$ cat src/rtl/mc_control_unit.sv
// Multicycle control unit: Moore FSM sequencing, ALU decode,
// flag register and condition-gated architectural writes.
module mc_control_unit #(
  parameter logic [3:0] PC_REG    = 4'd15,
  parameter logic [3:0] FLAGS_RST = 4'b0000
) (
  input  logic       clk,
  input  logic       rst_n,
  input  logic [3:0] cond,
  input  logic [1:0] op,
  input  logic [5:0] funct,
  input  logic [3:0] rd,
  input  logic [3:0] alu_flags,
  output logic [2:0] alu_control,
  output logic       alu_src_a,
  output logic [1:0] alu_src_b,
  output logic [1:0] result_src,
  output logic       adr_src,
  output logic       ir_write,
  output logic       pc_write,
  output logic       reg_write,
  output logic       mem_write,
  output logic [3:0] flags
);

  typedef enum logic [3:0] {
    S_FETCH,
    S_DECODE,
    S_MEMADR,
    S_MEMRD,
    S_MEMWB,
    S_MEMWR,
    S_EXECR,
    S_EXECI,
    S_ALUWB,
    S_BRANCH
  } state_t;

  localparam logic [3:0] CMD_AND = 4'b0000;
  localparam logic [3:0] CMD_SUB = 4'b0010;
  localparam logic [3:0] CMD_ADD = 4'b0100;
  localparam logic [3:0] CMD_CMP = 4'b1010;
  localparam logic [3:0] CMD_ORR = 4'b1100;

  state_t     state_q, state_d;
  logic [3:0] flags_q, flags_d;
  logic       cond_ex_q, cond_ex_d;

  logic [3:0] cmd;
  logic       is_cmp;
  logic [2:0] alu_dec;
  logic [1:0] flag_w;
  logic       cond_pass;
  logic       in_exec;
  logic       rw_int;
  logic       n_f, z_f, c_f, v_f;

  assign cmd     = funct[4:1];
  assign is_cmp  = (cmd == CMD_CMP);
  assign in_exec = (state_q == S_EXECR) ||
                   (state_q == S_EXECI);
  assign {n_f, z_f, c_f, v_f} = flags_q;
  assign flags   = flags_q;

  always_comb begin
    alu_dec = 3'b000;
    flag_w  = 2'b11;
    unique case (1'b1)
      (cmd == CMD_SUB): alu_dec = 3'b001;
      (cmd == CMD_CMP): alu_dec = 3'b001;
      (cmd == CMD_AND): begin
        alu_dec = 3'b010;
        flag_w  = 2'b10;
      end
      (cmd == CMD_ORR): begin
        alu_dec = 3'b011;
        flag_w  = 2'b10;
      end
      default: alu_dec = 3'b000;
    endcase
  end

  always_comb begin
    cond_pass = 1'b0;
    case (cond)
      4'b0000: cond_pass = z_f;
      4'b0001: cond_pass = ~z_f;
      4'b0010: cond_pass = c_f;
      4'b0011: cond_pass = ~c_f;
      4'b0100: cond_pass = n_f;
      4'b0101: cond_pass = ~n_f;
      4'b0110: cond_pass = v_f;
      4'b0111: cond_pass = ~v_f;
      4'b1000: cond_pass = c_f & ~z_f;
      4'b1001: cond_pass = ~c_f | z_f;
      4'b1010: cond_pass = (n_f == v_f);
      4'b1011: cond_pass = (n_f != v_f);
      4'b1100: cond_pass = ~z_f & (n_f == v_f);
      4'b1101: cond_pass = z_f | (n_f != v_f);
      4'b1110: cond_pass = 1'b1;
      default: cond_pass = 1'b0;
    endcase
  end

  always_comb begin
    state_d = S_FETCH;
    case (state_q)
      S_FETCH:  state_d = S_DECODE;
      S_DECODE: begin
        case (op)
          2'b00:   state_d = funct[5] ? S_EXECI : S_EXECR;
          2'b01:   state_d = S_MEMADR;
          2'b10:   state_d = S_BRANCH;
          default: state_d = S_FETCH;
        endcase
      end
      S_MEMADR: state_d = funct[0] ? S_MEMRD : S_MEMWR;
      S_MEMRD:  state_d = S_MEMWB;
      S_EXECR:  state_d = S_ALUWB;
      S_EXECI:  state_d = S_ALUWB;
      default:  state_d = S_FETCH;
    endcase
  end

  // Condition is sampled once per instruction, against DECODE-time flags.
  always_comb begin
    cond_ex_d = cond_ex_q;
    if (state_q == S_DECODE) cond_ex_d = cond_pass;
  end

  always_comb begin
    flags_d = flags_q;
    if (in_exec && funct[0] && cond_ex_q) begin
      if (flag_w[1]) flags_d[3:2] = alu_flags[3:2];
      if (flag_w[0]) flags_d[1:0] = alu_flags[1:0];
    end
  end

  always_ff @(posedge clk or negedge rst_n) begin
    if (!rst_n) begin
      state_q   <= S_FETCH;
      flags_q   <= FLAGS_RST;
      cond_ex_q <= 1'b0;
    end else begin
      state_q   <= state_d;
      flags_q   <= flags_d;
      cond_ex_q <= cond_ex_d;
    end
  end

  always_comb begin
    alu_control = 3'b000;
    alu_src_a   = 1'b0;
    alu_src_b   = 2'b00;
    result_src  = 2'b00;
    adr_src     = 1'b0;
    case (state_q)
      S_FETCH, S_DECODE: begin
        alu_src_a  = 1'b1;
        alu_src_b  = 2'b10;
        result_src = 2'b10;
      end
      S_MEMADR: alu_src_b = 2'b01;
      S_MEMRD:  adr_src = 1'b1;
      S_MEMWB:  result_src = 2'b01;
      S_MEMWR:  adr_src = 1'b1;
      S_EXECR:  alu_control = alu_dec;
      S_EXECI: begin
        alu_src_b   = 2'b01;
        alu_control = alu_dec;
      end
      S_BRANCH: begin
        alu_src_b  = 2'b01;
        result_src = 2'b10;
      end
      default: alu_control = 3'b000;
    endcase
  end

  // Enables are forced low while reset is held, whatever the state.
  assign rw_int = cond_ex_q &
                  ((state_q == S_MEMWB) ||
                   ((state_q == S_ALUWB) && !is_cmp));

  assign reg_write = rst_n & rw_int;
  assign mem_write = rst_n & cond_ex_q &
                     (state_q == S_MEMWR);
  assign ir_write  = rst_n & (state_q == S_FETCH);
  assign pc_write  = rst_n &
                     ((state_q == S_FETCH) ||
                      (cond_ex_q && (state_q == S_BRANCH)) ||
                      (rw_int && (rd == PC_REG)));

endmodule
$ cat config.mk
export PLATFORM = sky130hd
export DESIGN_NAME = mc_control_unit
export DESIGN_NICKNAME = d
export VERILOG_FILES = /design/src/rtl/mc_control_unit.sv
export SDC_FILE = /design/constraint.sdc
export NUM_CORES = 1
export LEC_CHECK = 0
export CORE_AREA = 2 2 50 52
export CTS_BUF_LIST = sky130_fd_sc_hd__clkbuf_8
export DETAILED_ROUTE_END_ITERATION = 7
export DIE_AREA = 0 0 52 54
export DONT_BUFFER_PORTS = 1
export HOLD_SLACK_MARGIN = 0.06
export SLEW_MARGIN = 0
export SYNTH_ARGS = -nofsm -noshare
export SYNTH_HDL_FRONTEND = slang
export SYNTH_SLANG_ARGS = --single-unit
$ cat constraint.sdc
create_clock -name clk -period 2.11 [get_ports clk]
set_input_delay 0.1055 -clock clk [delete_from_list [all_inputs] [get_ports clk]]
set_output_delay 0.1055 -clock clk [all_outputs]
set_load 0.005 [all_outputs]
# After elaboration in Yosys (flattened, before gate mapping)
# Index checks and enable logic that the tools add are counted.
# op_classes
n_reduce_logical	23
n_eq_ne	31
n_mux	12
bitwise_logic	14
# ops
cell	n
$eq 4x4->1 const B	12
$eq 4x3->1 const B	8
$eq 4x2->1 const B	5
$pmux 4 s5	1
$pmux 1 s15	1
$logic_not 4->1	3
$pmux 4 s3	1
$reduce_or 2->1	5
$and 1x1->1	8
$eq 4x1->1 const B	2
$pmux 2 s2	2
$pmux 2 s3	1
$reduce_or 3->1	2
$logic_and 1x1->1	5
$logic_or 1x1->1	4
$mux 1	4
$not 1->1	4
$reduce_and 2->1	2
$mux 3	1
$eq 2x1->1 const B	1
$eq 2x2->1 const B	1
$logic_not 2->1	1
$mux 2	1
$or 1x1->1	2
other kinds (3)	3
# word_totals
regBits	9
wordCells	84
out_inout_bits	17
in_bits	22

# Depth between registers and ports, before layout
# depth
depth_word	8
depth_mapped	6
depth_no_buf	5

# Worst setup path before layout
# No wires, ideal clock.
# synth_path
kind	register to register
from	register state_q[3]
to	register flags_q[0], in the netlist flags[0]
t_arrival_ps	1509
required_time_ps	1985
period_less_slack_ps	1633
setup_time_ps	125
slack_ps	477
path_stages_with_launch	6
n_path_buf	0
path_cell_list	dfrtp_1 -> nand2b_2 -> or2_1 -> nor2_2 -> o31a_1 -> mux2_2
# synth_via
elab_chain_len	5
word_cells_on_any_way	6
classes_between	eq/ne (2); reduce/logical (4)
# synth_lines
element	line_no	text
start, declared	45	state_t state_q, state_d;
start signal, assigned	145	state_q <= state_d;
$eq 4x3->1 (on tied branches)	60, 61	
$logic_or 1x1->1 *	60	assign in_exec = (state_q == S_EXECR) ||
$logic_and 1x1->1 * (2 in a row)	133	if (in_exec && funct[0] && cond_ex_q) begin
$reduce_and 2->1 (no source line) *	n/a	
end signal, assigned	146	flags_q <= flags_d;
end, declared	46	logic [3:0] flags_q, flags_d;
# Mark *: on every way between the ends. The rest lies on a longest branch, timed or not.
# A chain may end at the register's enable or synchronous reset.

# Final worst setup path
# layout_path
from	register state_q[3]
to	register flags_q[1], in the netlist flags[1]
# Same word-level chain as after synthesis.

==> metrics <==
Layout Area Growth over Synthesis 14.9%; Die X around 52 um; Max Root-Sink Buffers 2; critical path's largest stage delay about 0.45 ns; non-filler instance count after layout 123; htree depth 1; Worst Setup Path Type reg -> reg; number of global-route vias before repair 660; mean area per synthesized cell 8.72 um^2; port bufs 0; Worst Path Max Fanout 8; Overflow after GRT 0; Via density 5.44; Critical Path Start Type flip-flop; Combinational Power Share between 50% and 60%; Max-slew headroom 67.6%; P_sw 0.460 mW; Pwr Total 1.10 mW; Ys Warns 0; share of cells above drive strength 1 about 15%; TritonCTS clock tree built; ant diodes 0; Post-synth EDFFs 0; DIE AREA 0.00281 mm^2; RSZ-0062 raised after global routing false; fin crit period 1.81 ns; Detail Placement HPWL 1380 um; global-route wire length before repair 2880 um; Seq pwr share between 30 and 40%; worst-path cell chain nand2b_2, or2_1, nor2_2, o31a_1, mux2_2; final hold vios 0; Filler cells 246; fmax 553 MHz; final setup fails 0; crit path DAT 1.92 ns; register area share after synthesis 29.7%; routed len/inst 14.5 um; Hold WS 0.0777 ns; post-CTS resize count 0; sw frac around two fifths; Hold Path Class in -> reg; pin count of the biggest net entering global routing 12; total CTS buffers 3; routed vias 669; Synth Register Bits 9; fin. max-slew vios 0; synthesized cell area 758 um^2; Gate Count Post-Synth 87; drt total wl 1790 um; DRC violations left 0; fin crit share 85.7%; hold path startpoint op[1]; Post-CTS Setup Repair Bufs 0; reg2reg start state_q[3]; CTS Root Cell clkbuf_8; Worst-Margin Slew 0.479 ns; FP Rows 18; Leak 0.351 nW; Max-Cap Viols 0; Most used DFF post-synth dfrtp_1; DRT Pass-1 Iters 4; Overall Global Routing Usage 13.5%; Final GP Congestion 0.754; core footprint 0.00232 mm^2; initial antenna violation count 0; Clk pin slew, worst setup/hold paths approximately 0.040 ns; Initial Util 32.7%; Clk network pwr share 16.9%; post-route ant nets 0; Worst setup EP type flip-flop; CP max stage cell dfrtp_1; total negative setup slack 0 ns; dpl cells between 100 and 150; Power Internal about 0.64 mW; Layout Skew 0.00120 ns; ys async rst share 100%; CP Launch Point state_q[3]; Distinct cells, synth 39; fin nets between 100 and 150; PwrDens 1260 mW/mm^2; number of I/O pins 39; hold_buf cts 5; Clock Latency Late Sink 0.22 ns; Clock Sinks 9; Worst Path Required 2.22 ns; DRT iter0 DRCs 8; worst IR drop on VDD between 0.0006 and 0.0007 V; outcome finished, final reports clean; chip height between 50 and 60 um; Synth Net Count 109
==> layout by cell type (no fill, tap or decap), drive strengths merged, types with 2 or more instances in the layout <==
cell | Yosys | layout
buf | 4 | 2
or2 | 2 | 2
xor2 | 4 | 4
mux2 | 5 | 5
a21oi | 3 | 3
nand3 | 2 | 2
o21ai | 4 | 4
inv | 4 | 5
dfrtp | 9 | 9
nand2 | 7 | 7
xnor2 | 5 | 5
nor2 | 7 | 7
nor4b | 2 | 2
dlygate4sd3 | 0 | 5
nand2b | 3 | 3
o211ai | 2 | 2
clkbuf | 1 | 3
nor3 | 5 | 5
==> cells by family after synthesis <==
| kind of cell | Yosys count | synth area share [%] |
|---|---|---|
| other | 1 | 0.495 |
| muxes | 6 | 8.75 |
| and+or+nand+nor | 36 | 28.1 |
| AOI/OAI and AO/OA | 17 | 16.0 |
| DFF | 9 | 29.7 |
| buffers and inverters | 9 | 6.60 |
| xor gates and xnor gates | 9 | 10.4 |
==> critical path, delay by kind of cell (launching register included) <==
family	cells	cell delay, ns
simple gates	3	0.71
flops	1	0.45
mux	1	0.34
compound gates	1	0.20
==> stage by stage <==
stage	area [um^2]	utilization (%)	worst slack [ns]
final	871	37.5	0.301
after global routing	871	37.5	0.180
after CTS	871	37.5	0.309
after detailed placement	776	33.4	0.317
after global placement	776	33.4	0.410
after floorplan	758	-	0.477
==> worst paths after layout <==
| kind | end | slack [ns] | depth (start not counted) |
|---|---|---|---|
| max in group asynchronous | state_q[2] | 1.55 | 1 |
| min in group asynchronous | state_q[3] | 0.26 | 1 |
| worst max register to register | flags[1] | 0.30 | 5 |
| worst min register to register | cond_ex_q | 0.58 | 1 |
| worst max-delay path | flags[1] | 0.30 | 5 |
| worst min-delay path | state_q[3] | 0.08 | 2 |
==> layer usage <==
| layer | share of wire, % | GRT usage, % |
|---|---|---|
| met1 | 42 | 17.2 |
| met2 | 47 | 23.2 |
| met3 | 11 | 5.00 |
| met4 | 0 | 0 |
| met5 | 0 | 0 |
==> cell usage after synthesis (3+ instances only) <==
master   number  area share (%)
xor2_1        4             4.6
nand2_1       7             3.5
nor2_1        6             3.0
mux2_2        5             7.4
a21oi_1       3             2.0
xnor2_1       5             5.8
nor3_1        5             3.3
inv_1         4             2.0
o21ai_0       4             2.6
dfrtp_1       9              30
==> sequential cells by signal, summed over array words and instances (netlist names) <==
signal,flops
cond_ex_q,1
state_q,4
flags,4
==> power groups by stage <==
stage	Sequential (mW)	Clock (mW)	Combinational, mW
2_1_floorplan	0.315	0	0.504
3_3_place_gp	0.337	0	0.555
3_5_place_dp	0.338	0	0.568
4_1_cts	0.337	0.190	0.580
5_1_grt	0.354	0.205	0.655
6_report	0.337	0.186	0.577
==> area by class of cell <==
type | count | area [um^2] | area share (%)
multi-input cells | 69 | 483 | 55.5
well taps | 30 | 37.5 | 4.31
clock inverters | 1 | 3.75 | 0.431
repair buffers | 7 | 65.1 | 7.47
inverters | 4 | 15.0 | 1.72
clock buffers | 3 | 41.3 | 4.74
flip-flops and latches | 9 | 225 | 25.9
(Power assumes the default switching activity.)
